--- config.mk ---
export PLATFORM = sky130hd
export DESIGN_NAME = block_to_word_streamer
export DESIGN_NICKNAME = d
export VERILOG_FILES = /design/src/rtl/block_to_word_streamer.sv
export SDC_FILE = /design/constraint.sdc
export NUM_CORES = 1
export LEC_CHECK = 0
export ABC_AREA = 1
export CORE_ASPECT_RATIO = 0.9
export CORE_MARGIN = 4
export CORE_UTILIZATION = 40
export CTS_BUF_LIST = sky130_fd_sc_hd__clkbuf_8 sky130_fd_sc_hd__clkbuf_16
export CTS_CLUSTER_DIAMETER = 80
export DETAILED_ROUTE_END_ITERATION = 6
export PLACE_DENSITY = 0.71
export SLEW_MARGIN = 15
export SYNTH_ARGS = -nofsm -noshare
export SYNTH_HDL_FRONTEND = slang
export SYNTH_SLANG_ARGS = --single-unit
--- constraint.sdc ---
create_clock -name clock -period 18.6 [get_ports clock]
set_input_delay 3.72 -clock clock [delete_from_list [all_inputs] [get_ports clock]]
set_output_delay 3.72 -clock clock [all_outputs]
set_load 0.005 [all_outputs]
--- src/rtl/block_to_word_streamer.sv ---
// block_to_word_streamer: buffers up to DEPTH result blocks from a block core
// and serialises each one onto a word-wide valid/ready stream, MSW first.
module block_to_word_streamer #(
  parameter int unsigned WSIZE = 32,
  parameter int unsigned BSIZE = WSIZE * 4,
  parameter int unsigned DEPTH = 2
) (
  input  logic                     clock,
  input  logic                     reset,
  input  logic [BSIZE-1:0]         block_in,
  input  logic                     block_valid,
  output logic                     block_ready,
  output logic [WSIZE-1:0]         word_out,
  output logic                     word_valid,
  input  logic                     word_ready,
  output logic                     last_word,
  output logic [$clog2(DEPTH):0]   occupancy
);

  localparam int unsigned NWORDS = BSIZE / WSIZE;
  localparam int unsigned PW     = (DEPTH > 1) ? $clog2(DEPTH) : 1;
  localparam int unsigned IW     = $clog2(NWORDS);
  localparam int unsigned OW     = $clog2(DEPTH) + 1;

  logic [BSIZE-1:0] slot_q [DEPTH];
  logic [PW-1:0]    wr_ptr_q, wr_ptr_d;
  logic [PW-1:0]    rd_ptr_q, rd_ptr_d;
  logic [IW-1:0]    idx_q, idx_d;
  logic [OW-1:0]    occ_q, occ_d;

  logic             push_c, xfer_c, pop_c;
  logic [BSIZE-1:0] head_c;
  logic [WSIZE-1:0] sel_c;

  // Flow control depends only on registered occupancy, never on word_ready.
  assign block_ready = (occ_q < OW'(DEPTH));
  assign word_valid  = (occ_q != '0);
  assign push_c      = block_valid & block_ready;
  assign xfer_c      = word_valid & word_ready;
  assign pop_c       = xfer_c & (idx_q == IW'(NWORDS - 1));

  assign occupancy   = occ_q;
  assign last_word   = word_valid & (idx_q == IW'(NWORDS - 1));
  assign word_out    = word_valid ? sel_c : '0;

  // Pick the current word of the head block; index 0 is the most significant word.
  always_comb begin
    head_c = slot_q[rd_ptr_q];
    sel_c  = '0;
    for (int unsigned k = 0; k < NWORDS; k++) begin
      if (idx_q == IW'(k)) begin
        sel_c = head_c[BSIZE-1-k*WSIZE -: WSIZE];
      end
    end
  end

  // Next-state for pointers, word index and occupancy.
  always_comb begin
    wr_ptr_d = wr_ptr_q;
    rd_ptr_d = rd_ptr_q;
    idx_d    = idx_q;
    occ_d    = occ_q;
    if (push_c) begin
      wr_ptr_d = (wr_ptr_q == PW'(DEPTH - 1)) ? '0 : wr_ptr_q + PW'(1);
    end
    if (xfer_c) begin
      idx_d = pop_c ? '0 : idx_q + IW'(1);
    end
    if (pop_c) begin
      rd_ptr_d = (rd_ptr_q == PW'(DEPTH - 1)) ? '0 : rd_ptr_q + PW'(1);
    end
    case ({push_c, pop_c})
      2'b10:   occ_d = occ_q + OW'(1);
      2'b01:   occ_d = occ_q - OW'(1);
      default: occ_d = occ_q;
    endcase
  end

  // Control state; reset discards every buffered block at once.
  always_ff @(posedge clock or negedge reset) begin
    if (!reset) begin
      wr_ptr_q <= '0;
      rd_ptr_q <= '0;
      idx_q    <= '0;
      occ_q    <= '0;
    end else begin
      wr_ptr_q <= wr_ptr_d;
      rd_ptr_q <= rd_ptr_d;
      idx_q    <= idx_d;
      occ_q    <= occ_d;
    end
  end

  // Block storage; contents are don't-care until written, so no reset.
  always_ff @(posedge clock) begin
    if (push_c) begin
      slot_q[wr_ptr_q] <= block_in;
    end
  end

endmodule

# Word level (Yosys, flattened, before mapping)
# Memories as Yosys holds them, arrays and structs flattened.
# Cells that the tools add are included.
# op_classes
order_cmp	1
muxes	11
n_eq_ne	5
n_addsub	5
n_reduce_logical	3
bitwise	4
# ops
cell	count
two-way mux 32 bit	5
equality test 2 bit, second input constant	3
adder 2 x 1 -> 2 bit, second input constant	2
bitwise AND 1 bit	4
equality test 2 x 1 -> 1 bit, second input constant	2
two-way mux 1 bit	4
case mux 2 bit (2 select lines)	1
nonzero test 2 bit	2
adder 1 bit, second input constant	2
zero test 2 bit	1
less-than comparator 2 bit, second input constant	1
two-way mux 2 bit	1
subtractor 2 x 1 -> 2 bit, second input constant	1
# totals
memories	1
word_cells	34
ramBits	256
output_inout_bits	37
ff_bits	6
inputBits	132
# mem_list
memory	words	width	rd	rd_clocked_by_memory_dff	write_ports	line_no	rtl
slot_q	2	128	1	0	1	25	logic [BSIZE-1:0] slot_q [DEPTH];

# Depth between registers and ports, before layout
# logic_depth
word_depth	6
mapped_depth	9
depth_no_buf	8

# Least setup slack after synthesis
# No wires, ideal clock.
# synth_path
path_type	input-to-reg
from	in block_valid
to	mem slot_q[0][0] (netlist bit), enable pin
n_path_buf	0
setup_ns	0.617
slack_ns	8.830
stages	2
t_arrival_ns	9.153
required_time_ns	17.983
path_cell_list	nand2_1 > nor2_1
# synth_between
elab_chain_len	3
# synth_lines
item	line_no	rtl
from (decl)	11	input logic block_valid,
bitwise AND 1 bit	38	assign push_c = block_valid & block_ready;
two-way mux 1 bit	96	if (push_c) begin
two-way mux 1 bit (implied by the code)	97	slot_q[wr_ptr_q] <= block_in;
to (decl)	25	
# Every way passes these cells.

# Worst setup path after layout
# layout_path
from	reg idx_q[0]
to	out word_out[9]
# layout_between
elab_chain_len	6
word_cells_on_any_way	9
cone_classes	eq/ne: 3; mux: 5; reduce/logical: 1
# layout_lines
item	line_no	rtl
from (decl)	28	logic [IW-1:0] idx_q, idx_d;
from (signal assigned)	89	idx_q <= idx_d;
zero test 2 bit	51	if (idx_q == IW'(k)) begin
two-way mux 32 bit (3 in a row)	51	
two-way mux 32 bit *	51	
two-way mux 32 bit *	44	assign word_out = word_valid ? sel_c : '0;
to (decl)	13	output logic [WSIZE-1:0] word_out,
# Mark *: on every way between the ends. The rest lies on a longest branch, timed or not.

==> impl_summary.md <==
Outcome
The run finished with clean final reports.

Worst setup path
The destination of the critical timing path is word_out[9]. The reg-to-reg endpoint is slot_q[1][80]. The register-to-register setup slack is 15,790 ps. The critical path is of the flip-flop to output port type. The worst register-to-register path begins at occupancy[1]. In this run the worst setup path begins at idx_q[0]. The cell depth of the worst flop-to-flop path is 5. For the worst setup path, the data arrival time is 3720 ps.

The worst setup path is launched from a flip-flop. The nature of the critical path endpoint is an output port. The critical path required time is 14,880 ps. The highest net fanout along the worst path is 33.

Clock tree
For the worst-skew pair, the clock arrives at the later sink with an insertion delay of 530 ps. The CTS tree is done. Buffers inserted to repair hold after CTS numbered 0. After clock tree synthesis, the setup repair step added 0 buffers. The deepest clock path buffer count is 3.

The number of buffers inserted during clock tree synthesis is 28. The clock-pin slew of the registers on the worst-case setup and hold paths is 60 ps. The total clock sinks is 262.

CTS built an H-tree with a depth of 1. The clock tree root buffer cell is clkbuf_16. Gates resized during post-CTS repair numbered 0.

Floorplanning
In this run the core area contains 57 standard-cell rows. The initial core utilization is 40.5%. The core region is 27,000 µm². The die covers 30,000 µm². The floorplan step set the die width to 182 µm. During I/O placement, the number of pins put on the boundary was 169. The die extent in y is 165 µm.

Placed design
The congestion estimate from routability-driven global placement came to 0.833. Detailed placement finished with a half-perimeter wire length of 16,000 µm. Buffers placed on the I/O ports in this run total 168. The placed instances occupy a cell area of 12,900 µm². The number of placed cells counting well taps is 1,466.

Finish
The design area is 13,800 µm². The net count of the finished layout is 1,279. The top cell types in the final layout, fill and taps aside, are nand2_1, edfxtp_1, clkdlybuf4s50_1, nand3_1, inv_1. The share of final-layout standard cells stronger than drive strength 1 is 4.99%. The number of antenna diodes in the final layout is 0. Relative to the synthesized area, the layout overhead comes to 26.3%. Leaving out fill and tap cells, the most frequent cell in the layout is nand2_1.

For this run, the number of standard cells in the final layout without fillers is 1,517.

Global route
The overflow left after global routing is 0. The number of global-route vias before repair is 7,378. The first-pass GRT wire length is 40,000 µm. Entering global routing, the biggest net connects 91 pins. In the global route stage, overall resource usage came out at 17.0%. The initial antenna violation count is 5.

STA
The total setup violations reported at the end of the flow is 0. Setup repair after global routing left no endpoint under its margin. For the pin with the worst max-slew slack, the measured transition is 1080 ps. The count of pins over their slew limit is 0. The hold violation total from the final report is 0. The highest clock frequency the design can meet is 134 MHz. The worst relative slew slack is 28.2%.

The hold slack is 544 ps. After routing, the total negative slack on setup checks comes to 0 ps. The clock skew is 6.74 ps. Counting I/O delays and the setup requirement, the final critical path takes 7440 ps. The post-route fraction of the period consumed by the critical path is 40.0%.

Power and ir drop
The clock share of power is 25.4%. Cell internal power was estimated by the tool at 1.40 mW. The share of total power in combinational logic is 36.5%.

Of the total power, the share spent switching nets is 34.5%. In this run the power density over the cells is 155 nW/µm². Summed over all cells, the static leakage comes to 5.52 nW. IR analysis of the VDD net gives a maximum drop of 93.6 µV.

The fraction of power consumed by sequential logic is 38.1%. The switching power total is 0.736 mW.

Synthesis
After technology mapping, the gate count stands at 988. After synthesis, the netlist uses 17 different library cells. Summing every instance area after synthesis gives 10,900 µm².

The count of yosys warnings during synthesis is 0. The net count after synthesis is 1,125. The per-instance average area after synthesis is 11.1 µm². The post-synthesis sequential element count is 262.

The fraction of the yosys area taken by sequential cells is 71.7%.

Routing
Across all layers, the routed design uses 7,425 vias. In the routed layout, each cell is associated on average with a via count of 4.89. The routed wire length is 26,400 µm. After detailed routing, the number of remaining DRC violations is 0. The number of iterations in the first detailed-routing pass is 5. Once detail routing completed, the nets flagged for antenna violations numbered 0. The number of DRC violations after detailed-routing iteration 0 is 654. The routed wirelength normalized by instance count is 17.4 µm.

Hold path
The min-delay analysis places its worst path in the category flip-flop to flip-flop.

Job
Across the run, the number of max-cap violations was 0.
worst max-delay path, stage by stage, from the launching register on:
cell,delay [ps]
dfrtp_1,400
inv_1,130
ha_2,790
inv_1,500
buf_4,390
nand3_1,190
nand2_1,110
a21oi_1,130
clkdlybuf4s50_1,520
cell families after synthesis:
logic type,after synthesis,share of synthesized area [%]
and+or+nand+nor,490,18.7
DFF,262,71.7
buffers and inverters,191,6.98
AOI/OAI and AO/OA,36,1.65
adders and majority gates,5,0.573
xor gates and xnor gates,4,0.321
flip-flops by register name, indices dropped and copies added, names as in the netlist:
signal     flops
wr_ptr_q       1
idx_q          2
occupancy      2
slot_q       256
rd_ptr_q       1
how the worst min path moves through the flow:
stage                  from           end  cells past startpoint
6_report       occupancy[0]  occupancy[0]                      1
4_1_cts        occupancy[0]  occupancy[0]                      1
5_1_grt        occupancy[0]  occupancy[0]                      1
3_3_place_gp   occupancy[0]  occupancy[0]                      1
3_5_place_dp   occupancy[0]  occupancy[0]                      1
2_1_floorplan  occupancy[0]  occupancy[0]                      1
cells in the mapped netlist, drive strengths merged:
master    n  share of area, %
buf      40               1.8
a21oi    33               1.5
dfrtp     6               1.4
clkbuf   12              0.41
nand2   323                11
nand3   161               7.4
o21ai     3              0.14
ha        5              0.57
xor2      3              0.24
nor2      6              0.27
clkinv    1             0.034
inv     138               4.7
edfxtp  256                70
xnor2     1             0.080
power by group through the flow:
stage | sequential (mW) | clock [mW] | combinational [mW]
after floorplan | 0.821 | 0 | 0.451
after global routing | 0.821 | 0.582 | 0.870
final | 0.813 | 0.543 | 0.779
after global placement | 0.821 | 0 | 0.783
after CTS | 0.813 | 0.556 | 0.794
after detailed placement | 0.825 | 0 | 0.790
per-stage QoR:
| stage | setup WS (ps) | utilization [%] | total power [mW] |
|---|---|---|---|
| 2_1_floorplan | 8830 | - | 1.27 |
| 3_3_place_gp | 11510 | 47.8 | 1.60 |
| 3_5_place_dp | 11340 | 47.8 | 1.62 |
| 4_1_cts | 10770 | 51.2 | 2.16 |
| 5_1_grt | 10910 | 51.2 | 2.27 |
| 6_report | 11160 | 51.2 | 2.14 |
layer usage:
layer  global-route usage, %  wire length (µm)
met5                       0                63
met4                    4.64               714
met3                    3.99              1910
met2                    28.5             12400
met1                    22.4             11300
final cells by class:
class | instances | area, µm²
Clock inverter | 22 | 179
Sequential cell | 262 | 7840
Fill cell | 2330 | 13200
Clock buffer | 29 | 726
Multi-Input combinational cell | 535 | 2350
Timing Repair Buffer | 176 | 1740
Inverter | 139 | 524
Tap cell | 354 | 443
Note: power is estimated with default switching activity, not from simulation.
